**src/rtl/local_mem_result_arbiter_if.sv**
```systemverilog
`default_nettype none
// ============================================================================
// local_mem_result_arbiter_if: producer/consumer side of the result mailbox.
// Rev 1.0
// ============================================================================
interface local_mem_result_arbiter_if #(
    parameter int NUM_WR = 2,
    parameter int DATA_W = 32
);
    logic                     start;
    logic [NUM_WR-1:0]        wr_req;
    logic [NUM_WR*DATA_W-1:0] wr_data;
    logic [NUM_WR-1:0]        wr_grant;
    logic                     rd_req;
    logic                     rd_valid;
    logic [DATA_W-1:0]        rd_data;
    logic                     result_full;
    logic                     layer_done;

    modport slave (
        input  start, wr_req, wr_data, rd_req,
        output wr_grant, rd_valid, rd_data, result_full, layer_done
    );

    modport master (
        output start, wr_req, wr_data, rd_req,
        input  wr_grant, rd_valid, rd_data, result_full, layer_done
    );
endinterface
`default_nettype wire

```
**src/rtl/local_mem_result_arbiter.sv**
```systemverilog
`default_nettype none
// ============================================================================
// local_mem_result_arbiter: one-deep result mailbox, round-robin writers.
// Rev 1.0
// ============================================================================
module local_mem_result_arbiter #(
    parameter int NUM_WR     = 2,
    parameter int DATA_W     = 32,
    parameter int RESULT_CNT = 16
) (
    input  logic                          clk,
    input  logic                          rst,
    local_mem_result_arbiter_if.slave     bus,
    output logic                          write_result_signal,
    output logic [DATA_W-1:0]             write_result_data,
    output logic                          read_result_signal,
    input  logic [DATA_W-1:0]             read_result_data
);
    localparam int IDX_W = (NUM_WR > 1) ? $clog2(NUM_WR) : 1;
    localparam int CNT_W = $clog2(RESULT_CNT + 1);

    typedef enum logic [0:0] {
        EMPTY = 1'b0,
        FULL  = 1'b1
    } state_t;

    state_t             state, state_next;
    logic [IDX_W-1:0]   rr_ptr;
    logic               req_hit;
    logic [IDX_W-1:0]   hit_idx;
    logic [NUM_WR-1:0]  grant_vec;
    logic               rd_valid;
    logic [DATA_W-1:0]  rd_data;
    logic [CNT_W-1:0]   read_count;
    logic               layer_done;

    // First requester strictly after the last winner, wrapping around.
    always_comb begin
        req_hit = 1'b0;
        hit_idx = rr_ptr;
        for (int k = 1; k <= NUM_WR; k++) begin
            if (!req_hit && bus.wr_req[(int'(rr_ptr) + k) % NUM_WR]) begin
                req_hit = 1'b1;
                hit_idx = IDX_W'((int'(rr_ptr) + k) % NUM_WR);
            end
        end
    end

    always_comb begin
        state_next          = state;
        grant_vec           = '0;
        write_result_signal = 1'b0;
        write_result_data   = '0;
        read_result_signal  = 1'b0;
        if (!rst) begin
            case (state)
                EMPTY: begin
                    if (req_hit) begin
                        grant_vec[hit_idx]  = 1'b1;
                        write_result_signal = 1'b1;
                        write_result_data   = bus.wr_data[int'(hit_idx)*DATA_W +: DATA_W];
                        state_next          = FULL;
                    end
                end
                FULL: begin
                    if (bus.rd_req) begin
                        read_result_signal = 1'b1;
                        state_next         = EMPTY;
                    end
                end
                default: state_next = EMPTY;
            endcase
        end
    end

    always_ff @(posedge clk) begin
        if (rst) begin
            state      <= EMPTY;
            rr_ptr     <= IDX_W'(NUM_WR - 1);
            rd_valid   <= 1'b0;
            rd_data    <= '0;
            read_count <= '0;
            layer_done <= 1'b0;
        end else begin
            state    <= state_next;
            rd_valid <= read_result_signal;
            if (write_result_signal) begin
                rr_ptr <= hit_idx;
            end
            if (read_result_signal) begin
                rd_data <= read_result_data;
            end
            // start takes precedence over a read landing in the same cycle
            if (bus.start) begin
                read_count <= '0;
                layer_done <= 1'b0;
            end else if (read_result_signal && read_count != CNT_W'(RESULT_CNT)) begin
                read_count <= read_count + 1'b1;
                if (read_count == CNT_W'(RESULT_CNT - 1)) begin
                    layer_done <= 1'b1;
                end
            end
        end
    end

    assign bus.wr_grant    = grant_vec;
    assign bus.rd_valid    = rd_valid;
    assign bus.rd_data     = rd_data;
    assign bus.result_full = (state == FULL);
    assign bus.layer_done  = layer_done;

endmodule
`default_nettype wire

```
**src/flat_wrapper.sv**
```systemverilog
// flat-port wrapper written by rule: the top's interface ports become plain ports
module local_mem_result_arbiter_flat 
#(
    parameter int NUM_WR     = 2,
    parameter int DATA_W     = 32,
    parameter int RESULT_CNT = 16
)
  (clk, rst, write_result_signal, write_result_data, read_result_signal, read_result_data, bus_start, bus_wr_req, bus_wr_data, bus_rd_req, bus_wr_grant, bus_rd_valid, bus_rd_data, bus_result_full, bus_layer_done);
  local_mem_result_arbiter_if #(.NUM_WR(NUM_WR), .DATA_W(DATA_W)) bus_i ();
  input  logic clk;
  input  logic rst;
  output logic write_result_signal;
  output logic [DATA_W-1:0] write_result_data;
  output logic read_result_signal;
  input  logic [DATA_W-1:0] read_result_data;
  input wire logic [$bits(bus_i.start)-1:0] bus_start;
  input wire logic [$bits(bus_i.wr_req)-1:0] bus_wr_req;
  input wire logic [$bits(bus_i.wr_data)-1:0] bus_wr_data;
  input wire logic [$bits(bus_i.rd_req)-1:0] bus_rd_req;
  output wire logic [$bits(bus_i.wr_grant)-1:0] bus_wr_grant;
  output wire logic [$bits(bus_i.rd_valid)-1:0] bus_rd_valid;
  output wire logic [$bits(bus_i.rd_data)-1:0] bus_rd_data;
  output wire logic [$bits(bus_i.result_full)-1:0] bus_result_full;
  output wire logic [$bits(bus_i.layer_done)-1:0] bus_layer_done;
  assign bus_i.start = bus_start;
  assign bus_i.wr_req = bus_wr_req;
  assign bus_i.wr_data = bus_wr_data;
  assign bus_i.rd_req = bus_rd_req;
  assign bus_wr_grant = bus_i.wr_grant;
  assign bus_rd_valid = bus_i.rd_valid;
  assign bus_rd_data = bus_i.rd_data;
  assign bus_result_full = bus_i.result_full;
  assign bus_layer_done = bus_i.layer_done;
  local_mem_result_arbiter #(.NUM_WR(NUM_WR), .DATA_W(DATA_W), .RESULT_CNT(RESULT_CNT)) u_core (.clk(clk), .rst(rst), .bus(bus_i), .write_result_signal(write_result_signal), .write_result_data(write_result_data), .read_result_signal(read_result_signal), .read_result_data(read_result_data));
endmodule
```
**config.mk**
```make
export PLATFORM = sky130hd
export DESIGN_NAME = local_mem_result_arbiter_flat
export DESIGN_NICKNAME = d
export VERILOG_FILES = /design/src/rtl/local_mem_result_arbiter_if.sv /design/src/rtl/local_mem_result_arbiter.sv /design/src/flat_wrapper.sv
export SDC_FILE = /design/constraint.sdc
export NUM_CORES = 1
export LEC_CHECK = 0
export ABC_CLOCK_PERIOD_IN_PS = 2100
export CAP_MARGIN = 40
export CORE_UTILIZATION = 34
export CTS_BUF_LIST = sky130_fd_sc_hd__clkbuf_8
export DETAILED_ROUTE_END_ITERATION = 8
export PLACE_DENSITY_LB_ADDON = 0.15
export SETUP_SLACK_MARGIN = 0.2
export SLEW_MARGIN = 25
export SYNTH_ARGS = -nofsm -noshare
export SYNTH_HDL_FRONTEND = slang
export SYNTH_SLANG_ARGS = --single-unit
```
**constraint.sdc**
```tcl
create_clock -name clk -period 2.1 [get_ports clk]
set_input_delay 0.42 -clock clk [delete_from_list [all_inputs] [get_ports clk]]
set_output_delay 0.42 -clock clk [all_outputs]
set_load 0.02 [all_outputs]
```
==> key figures, run 1 <==
Routing
  – Routed length per placed instance: roughly 16 um
  – Met1 wire length: 2897 um
  – Post-detailed-route via-to-cell ratio: between 4 and 5
  – Violation count after the first detailed-route iteration: about 140
  – Sum of met2 wire segment lengths after detailed routing: between 3000 and 4000 um
  – First-pass DRT Iterations: 4
  – Vias post-DR: 2392
  – Routed WL: around 7700 um
  – Detailed-route DRC error count: 0
  – Met3 WL: around 670 um
  – Number of nets still failing antenna checks after routing: 0
  – Highest metal layer used by the detailed router: met4

Timing
  – Worst Tran Pin Value: 0.3670 ns
  – Worst setup skew after layout: just under 0.008 ns
  – Count of endpoints failing hold in the final timing report: 0
  – Relative slew slack: between 70% and 80%
  – Max Fclk: 503.5 MHz
  – Minimum clock period after layout: roughly 2.0 ns
  – Min Hold Slack: 0.4535 ns
  – Part of the cycle the worst path needs: a little over nine tenths
  – Pins Over Slew Limit: 0
  – Final count of negative-setup-slack endpoints: 0
  – RSZ-0062 raised after global routing: true

Cells and area
  – Most common library cell in the layout ignoring fill and taps: sky130_fd_sc_hd__clkdlybuf4s50_1
  – Storage cell area: slightly above 800 um2
  – Fraction of layout instances using a drive strength above 1: between 10% and 20%
  – Area of combinational cells with multiple inputs: 969.7 um2
  – Highest-count cells in the layout ignoring fill and taps: sky130_fd_sc_hd__clkdlybuf4s50_1 (133), sky130_fd_sc_hd__nand2_1 (67), sky130_fd_sc_hd__dfxtp_1 (39), sky130_fd_sc_hd__a21oi_1 (33), sky130_fd_sc_hd__buf_6 (33)
  – Post-route non-filler standard cell count: 480
  – Filler Cell Count: about 400
  – NumNets Final: between 500 and 600
  – Diode count: 0
  – Area growth, synth to finish: 111.4%

Clock tree
  – Maximum buffer depth of the clock tree: 2
  – Hold-fix buffers at CTS: 0
  – Clock latency on the worst-skew pair: 0.28 ns
  – TritonCTS clock tree: built
  – Clock input transition at the sequential cells of the worst setup and hold paths: ~0.08 ns
  – Count of clock tree sinks: ~40
  – TritonCTS buffer count: 5
  – CTS Root Cell: sky130_fd_sc_hd__clkbuf_8
  – H-tree depth reported by CTS: 2

Critical path
  – Crit path buf inv count: 3
  – Critical path fanouts, max: 8
  – Arrival time reported for the critical path endpoint: ~1.6 ns
  – Endpoint required time on the critical path: about 1.7 ns
  – Worst Setup Start Kind: flop
  – Gate family responsible for the most delay along the worst path: buffers and inverters
  – Cell Chain, Critical Path: nand2_2, and3_4, buf_12, buf_16, a22o_1, buf_6
  – Crit Path Category: reg -> out
  – CP max stage cell: sky130_fd_sc_hd__dfxtp_2
  – Largest stage delay on the critical path: about 0.35 ns
  – Kind of end point of the critical path: output port

Place
  – Placer congestion estimate: ~0.83
  – HPWL reported at the end of detailed placement: between 5000 and 6000 um
  – Cell count after placement: 464
  – Input/output buffers: between 150 and 200

Power
  – Total leakage power: about 1.6 nW
  – Psw: roughly 0.00055 W
  – Worst vdd rail ir drop: about 480 uV
  – Clock network power share: 24.3%
  – Fraction of power consumed by combinational cells: about a third
  – Cell internal pwr: 0.001428 W
  – Fraction of power spent switching nets: 27.75%
  – Power density over the cells: ~490 mW/mm2
  – Portion of total power attributed to sequential cells: 41.9%

Global route
  – Overflow left after global routing: 0
  – Global-route wire length before repair: 11630 um
  – Initial antenna violation count: 0
  – Largest net degree at the start of global routing: 40
  – Vias in the first global route: between 2000 and 2500
  – GRT Overall Usage: 24.84%

Yosys
  – Mapped cell area: about 0.0019 mm2
  – Post-synthesis cell type count: 29
  – Number of synthesized register bits: 41
  – Cells after Synth: 232
  – Part of the Yosys area used for sequential elements: 43.21%
  – Count of yosys warnings during synthesis: 0
  – Synthesized netlist net count: roughly 340
  – Post-synthesis average cell area: around 8 um2

Floorplan
  – Chip width: between 70 and 80 um
  – Std-Cell Core Area: 0.005238 mm2
  – Die ar.: 0.005889 mm2
  – Total I/O pin count: around 170
  – Vertical die dimension: 76.74 um
  – Placement row count: 26
  – Initial Util: between 30% and 40%

Min path
  – Hold WC Path Type: reg -> reg

Run status
  – Run status: finished clean

Flow run
  – Count of max-cap constraint violations: 0
-- cell usage after synthesis --
master	number	share of area [%]
sky130_fd_sc_hd__a21oi_1	33	8.7
sky130_fd_sc_hd__buf_6	4	2.4
sky130_fd_sc_hd__nor4b_1	1	0.46
sky130_fd_sc_hd__and2_1	1	0.33
sky130_fd_sc_hd__a21boi_0	2	0.79
sky130_fd_sc_hd__dfxtp_1	41	43
sky130_fd_sc_hd__buf_1	2	0.40
sky130_fd_sc_hd__and3_1	3	0.99
sky130_fd_sc_hd__clkbuf_1	1	0.20
sky130_fd_sc_hd__nand4bb_1	1	0.59
sky130_fd_sc_hd__nand3_1	2	0.53
sky130_fd_sc_hd__nand2b_1	2	0.66
sky130_fd_sc_hd__nand2_1	68	13
sky130_fd_sc_hd__a211o_1	1	0.46
sky130_fd_sc_hd__a31oi_1	1	0.33
sky130_fd_sc_hd__buf_4	4	1.6
sky130_fd_sc_hd__o21a_1	1	0.40
sky130_fd_sc_hd__nand4_1	1	0.33
sky130_fd_sc_hd__o21ai_0	4	1.1
sky130_fd_sc_hd__nor2_1	5	0.99
sky130_fd_sc_hd__or3_1	1	0.33
sky130_fd_sc_hd__a22o_1	32	15
sky130_fd_sc_hd__nor4bb_1	1	0.53
sky130_fd_sc_hd__a32o_1	1	0.53
sky130_fd_sc_hd__buf_2	9	2.4
sky130_fd_sc_hd__nor3_1	3	0.79
sky130_fd_sc_hd__nor2_2	1	0.33
sky130_fd_sc_hd__ha_1	3	2.0
sky130_fd_sc_hd__inv_1	3	0.59
-- kinds of logic after synthesis --
family / Yosys count / share of synthesized area (%)
simple gates: 90 / 20.29
fa+ha+maj: 3 / 1.976
buf+inv: 23 / 7.510
compound gates: 75 / 27.01
flops: 41 / 43.21
-- power by group through the flow --
stage | clock network (W) | registers, W | logic (W)
4_1_cts | 0.000502 | 0.000828 | 0.000624
3_5_place_dp | 0 | 0.000844 | 0.000600
3_3_place_gp | 0 | 0.000843 | 0.000596
6_report | 0.000481 | 0.000828 | 0.000667
5_1_grt | 0.000530 | 0.000832 | 0.000704
2_1_floorplan | 0 | 0.000881 | 0.000199
-- through the flow --
stage                     TNS (ns)  cell area, um2  worst slack, ns  util, %  power, W
final                            0            4015           0.1140    76.66  0.001976
after floorplan                  0            1899           0.3821        -  0.001080
after CTS                        0            3847           0.1037    73.46  0.001954
after global placement      -16.68            3677          -0.5557    70.21  0.001439
after global routing             0            4015          0.05905    76.66  0.002066
after detailed placement    -16.99            3677          -0.5560    70.21  0.001444
-- area by class of cell --
class / count / area share (%)
clock buffers: 5 / 1.714
clock inverters: 2 / 0.3116
inverters: 3 / 0.2805
multi-input cells: 168 / 24.15
flip-flops and latches: 41 / 20.50
well taps: 70 / 2.181
repair buffers: 191 / 50.86
-- state kept, by name, indices dropped and copies added, names as in the netlist --
| register | flops |
|---|---|
| u_core.read_count | 5 |
| u_core.rr_ptr | 1 |
| u_core.bus.result_full | 1 |
| u_core.bus.rd_data | 32 |
| u_core.bus.layer_done | 1 |
| u_core.bus.rd_valid | 1 |
-- per-layer routing --
metal / vias up / GRT usage [%]
met5: - / 0
met2: 127 / 45.36
li1: 1168 / -
met4: 0 / 7.885
met3: 20 / 7.857
met1: 1077 / 26.90
-- timing repair --
item	CTS	global route
endpoints found under the hold margin	0	0
pin swaps	4	25
resized for setup	184	42
buffers inserted	0	4
setup endpoints to repair	36	34
gates cloned	4	1
-- worst reg2reg max path, cell delays in order (launching register included) --
cell                       delay (ns)
sky130_fd_sc_hd__dfxtp_2         0.36
sky130_fd_sc_hd__buf_4           0.14
sky130_fd_sc_hd__nand2_1         0.07
sky130_fd_sc_hd__buf_4           0.25
sky130_fd_sc_hd__or3_1           0.39
sky130_fd_sc_hd__a21boi_0        0.17
-- path summary, 6_finish.rpt --
kind	startpoint	end	slack [ns]	depth (start not counted)
max	u_core.rr_ptr$_SDFFE_PP1P_	write_result_data[1]	0.11	6
max reg2reg	u_core.bus.result_full$_SDFF_PP0_	u_core.read_count[3]$_SDFFE_PP0P_	0.64	5
min reg2reg	u_core.bus.rd_data[25]$_SDFFE_PP0P_	u_core.bus.rd_data[25]$_SDFFE_PP0P_	0.45	2
min	u_core.bus.rd_data[25]$_SDFFE_PP0P_	u_core.bus.rd_data[25]$_SDFFE_PP0P_	0.45	2
Power figures use the tool's default switching activity.
==> run 2: changes to the inputs <==
--- a/config.mk
+++ b/config.mk
@@ -10,8 +10,8 @@
 export CORE_UTILIZATION = 34
 export CTS_BUF_LIST = sky130_fd_sc_hd__clkbuf_8
 export DETAILED_ROUTE_END_ITERATION = 8
+export HOLD_SLACK_MARGIN = 0.06
 export PLACE_DENSITY_LB_ADDON = 0.15
-export SETUP_SLACK_MARGIN = 0.2
 export SLEW_MARGIN = 25
 export SYNTH_ARGS = -nofsm -noshare
 export SYNTH_HDL_FRONTEND = slang
==> run 2 against run 1 <==
Critical path depth is the same; utilization shrank 6.0 points; non-clock buffer count shrank 7; global-route usage shrank 1.3 points; sequential share of layout area grew 1.7 points; largest cell class unchanged.
==> key figures, run 2 (same netlist as run 1, synthesis figures left out) <==
Routing
  – Routed length per placed instance: 15.21 um (was 16.00 um)
  – Routed WL: 7194 um (was 7680 um)
  – First-pass DRT Iterations: 5 (was 4)
  – Met3 WL: 671 um (was 670 um)
  – Sum of met2 wire segment lengths after detailed routing: 3590 um (was 3820 um)
  – Detailed-route DRC error count: 0 (unchanged)
  – Number of nets still failing antenna checks after routing: 0 (unchanged)
  – Vias post-DR: 2362 (was 2392)
  – Highest metal layer used by the detailed router: met4 (unchanged)
  – Violation count after the first detailed-route iteration: 144 (was 136)
  – Met1 wire length: 2804 um (was 2897 um)
  – Post-detailed-route via-to-cell ratio: 4.994 (was 4.983)

Cells and area
  – Area growth, synth to finish: 94.73% (was 111.4%)
  – Register name with the most flops: u_core.bus.rd_data (unchanged)
  – NumNets Final: 508 (was 515)
  – Fraction of layout instances using a drive strength above 1: 13.40% (was 17.07%)
  – Regs by FF count: u_core.bus.rd_data (32), u_core.read_count (5) (unchanged)
  – Post-route non-filler standard cell count: 473 (was 480)
  – Final design area excluding fillers: 0.003699 mm2 (was 0.004015 mm2)
  – Filler Cell Count: 477 (was 404)
  – Highest-count cells in the layout ignoring fill and taps: sky130_fd_sc_hd__clkdlybuf4s50_1 (134), sky130_fd_sc_hd__nand2_1 (68), sky130_fd_sc_hd__dfxtp_1 (41), sky130_fd_sc_hd__a21oi_1 (33), sky130_fd_sc_hd__a22o_1 (31) (was sky130_fd_sc_hd__clkdlybuf4s50_1 (133), sky130_fd_sc_hd__nand2_1 (67), sky130_fd_sc_hd__dfxtp_1 (39), sky130_fd_sc_hd__a21oi_1 (33), sky130_fd_sc_hd__buf_6 (33))
  – Diode count: 0 (unchanged)
  – Most common library cell in the layout ignoring fill and taps: sky130_fd_sc_hd__clkdlybuf4s50_1 (unchanged)
  – Final standard cell utilization of the core: 70.62% (was 76.66%)
  – Max reg flops: 32 (unchanged)

Place
  – Placer congestion estimate: 0.8274 (unchanged)
  – Placed Area: 0.003677 mm2 (unchanged)
  – HPWL reported at the end of detailed placement: 5350 um (unchanged)
  – Cell count after placement: 464 (unchanged)
  – Input/output buffers: 172 (unchanged)

Critical path
  – R2r startpoint: u_core.bus.result_full$_SDFF_PP0_ (unchanged)
  – Arrival time reported for the critical path endpoint: 1.61 ns (was 1.57 ns)
  – Reg2Reg Capture Point: u_core.read_count[3]$_SDFFE_PP0P_ (unchanged)
  – Capturing instance or port of the critical path: write_result_data[10] (was write_result_data[1])
  – Largest stage delay on the critical path: 0.27 ns (was 0.35 ns)
  – Endpoint required time on the critical path: 1.68 ns (about the same)
  – Kind of end point of the critical path: output port (unchanged)
  – Source of the critical timing path: rst (was u_core.rr_ptr$_SDFFE_PP1P_)
  – CP max stage cell: sky130_fd_sc_hd__dlygate4sd2_1 (was sky130_fd_sc_hd__dfxtp_2)
  – Setup slack of the worst register-to-register path: 0.64 ns (about the same)
  – Critical path fanouts, max: 17 (was 8)
  – Crit path buf inv count: 3 (unchanged)
  – Gate family responsible for the most delay along the worst path: buffers and inverters (unchanged)
  – Worst Setup Start Kind: primary input (was flop)
  – Cell count along the critical path: 6 (unchanged)
  – Count of cells along the worst register-to-register path: 5 (unchanged)
  – Cell Chain, Critical Path: dlygate4sd2_1, nor2_2, and3_4, buf_12, a22o_1, clkdlybuf4s15_2 (was nand2_2, and3_4, buf_12, buf_16, a22o_1, buf_6)
  – Crit Path Category: in -> out (was reg -> out)

Timing
  – Relative slew slack: 74.09% (was 75.20%)
  – Worst setup skew after layout: 0.008415 ns (was 0.007901 ns)
  – Worst Tran Pin Value: 0.3835 ns (was 0.3670 ns)
  – Pins Over Slew Limit: 0 (unchanged)
  – Max Fclk: 493.6 MHz (was 503.5 MHz)
  – RSZ-0062 raised after global routing: false (was true)
  – Count of endpoints failing hold in the final timing report: 0 (unchanged)
  – Total Neg Setup Slack: 0 ns (unchanged)
  – Minimum clock period after layout: 2.026 ns (was 1.986 ns)
  – Part of the cycle the worst path needs: 96.48% (was 94.57%)
  – Min Hold Slack: 0.4535 ns (about the same)
  – Final count of negative-setup-slack endpoints: 0 (unchanged)

Clock tree
  – TritonCTS buffer count: 5 (unchanged)
  – Clock latency on the worst-skew pair: 0.28 ns (about the same)
  – Maximum buffer depth of the clock tree: 2 (unchanged)
  – Post-CTS Setup Bufs: 0 (unchanged)
  – H-tree depth reported by CTS: 2 (unchanged)
  – Clock input transition at the sequential cells of the worst setup and hold paths: 0.08 ns (about the same)
  – Count of clock tree sinks: 41 (unchanged)
  – CTS Root Cell: sky130_fd_sc_hd__clkbuf_8 (unchanged)
  – TritonCTS clock tree: built (unchanged)

Run status
  – Run status: finished clean (unchanged)

Power
  – Clock network power share: 25.5% (was 24.3%)
  – Fraction of power spent switching nets: 27.91% (was 27.75%)
  – Total leakage power: 1.480 nW (was 1.580 nW)
  – Portion of total power attributed to sequential cells: 43.6% (was 41.9%)
  – Cell internal pwr: 0.001364 W (was 0.001428 W)
  – Fraction of power consumed by combinational cells: 30.9% (was 33.8%)
  – Power density over the cells: 511.6 mW/mm2 (was 492.2 mW/mm2)
  – Psw: 0.0005281 W (was 0.0005483 W)
  – Worst vdd rail ir drop: 486.5 uV (was 482.0 uV)

Floorplan
  – Total I/O pin count: 173 (unchanged)
  – Die ar.: 0.005889 mm2 (unchanged)
  – Chip width: 76.74 um (unchanged)
  – Initial Util: 36.26% (unchanged)
  – Std-Cell Core Area: 0.005238 mm2 (unchanged)
  – Vertical die dimension: 76.74 um (unchanged)
  – Placement row count: 26 (unchanged)

Global route
  – GRT Overall Usage: 23.50% (was 24.84%)
  – Global-route wire length before repair: 11060 um (was 11630 um)
  – Overflow left after global routing: 0 (unchanged)
  – Initial antenna violation count: 0 (unchanged)
  – Vias in the first global route: 2185 (was 2262)
  – Largest net degree at the start of global routing: 40 (unchanged)

Flow run
  – Count of max-cap constraint violations: 0 (unchanged)

Min path
  – Hold WC Path Type: reg -> reg (unchanged)
-- run 2: layer usage --
metal  track usage [%]  up-vias
li1                  -     1153
met1             25.95     1072
met2             42.59      127
met4             5.769        0
met5                 0        -
met3             8.095       10
-- run 2: power by group through the flow --
stage               registers (W)  logic (W)  clock network (W)
floorplan                0.000881   0.000199                  0
global placement         0.000843   0.000596                  0
detailed placement       0.000844   0.000600                  0
CTS                      0.000826   0.000579           0.000502
global route             0.000830   0.000620           0.000530
finish                   0.000826   0.000584           0.000482
-- run 2: through the flow --
step	total power (W)	worst slack, ns
after floorplan	0.001080	0.3821
after global placement	0.001439	-0.5557
after detailed placement	0.001444	-0.5560
after CTS	0.001907	-0.0009732
after global routing	0.001980	0.006033
final	0.001892	0.07400
-- run 2: layout make-up --
type	count	area, um2	area share [%]
clock buffers	5	68.82	1.861
clock inverters	2	12.51	0.3383
inverters	3	11.26	0.3045
multi-input cells	168	950.9	25.71
flip-flops and latches	41	820.8	22.19
well taps	70	87.58	2.368
repair buffers	184	1747	47.23
-- run 2: tightest hold or removal path, stage by stage, from the launching register on --
cell,delay [ns]
sky130_fd_sc_hd__dfxtp_1,0.31
sky130_fd_sc_hd__nand2_1,0.05
sky130_fd_sc_hd__a21oi_1,0.05
-- run 2: worst min path at each step --
stage	slack, ns	cells after the start	startpoint	to
3_5_place_dp	0.45	2	u_core.bus.rd_data[16]$_SDFFE_PP0P_	u_core.bus.rd_data[16]$_SDFFE_PP0P_
2_1_floorplan	0.45	1	u_core.rr_ptr$_SDFFE_PP1P_	u_core.rr_ptr$_SDFFE_PP1P_
6_report	0.45	2	u_core.bus.rd_data[25]$_SDFFE_PP0P_	u_core.bus.rd_data[25]$_SDFFE_PP0P_
4_1_cts	0.46	2	u_core.bus.rd_data[16]$_SDFFE_PP0P_	u_core.bus.rd_data[16]$_SDFFE_PP0P_
5_1_grt	0.48	2	u_core.bus.rd_data[26]$_SDFFE_PP0P_	u_core.bus.rd_data[26]$_SDFFE_PP0P_
3_3_place_gp	0.44	2	u_core.bus.rd_data[4]$_SDFFE_PP0P_	u_core.bus.rd_data[4]$_SDFFE_PP0P_
-- run 2: what timing repair did --
item | 4_1_cts | 5_1_grt
cloned | 1 | 1
hold buffers | 0 | 0
pin swaps | 1 | 3
endpoints found under the setup margin | 36 | 18
resized for setup | 138 | 4
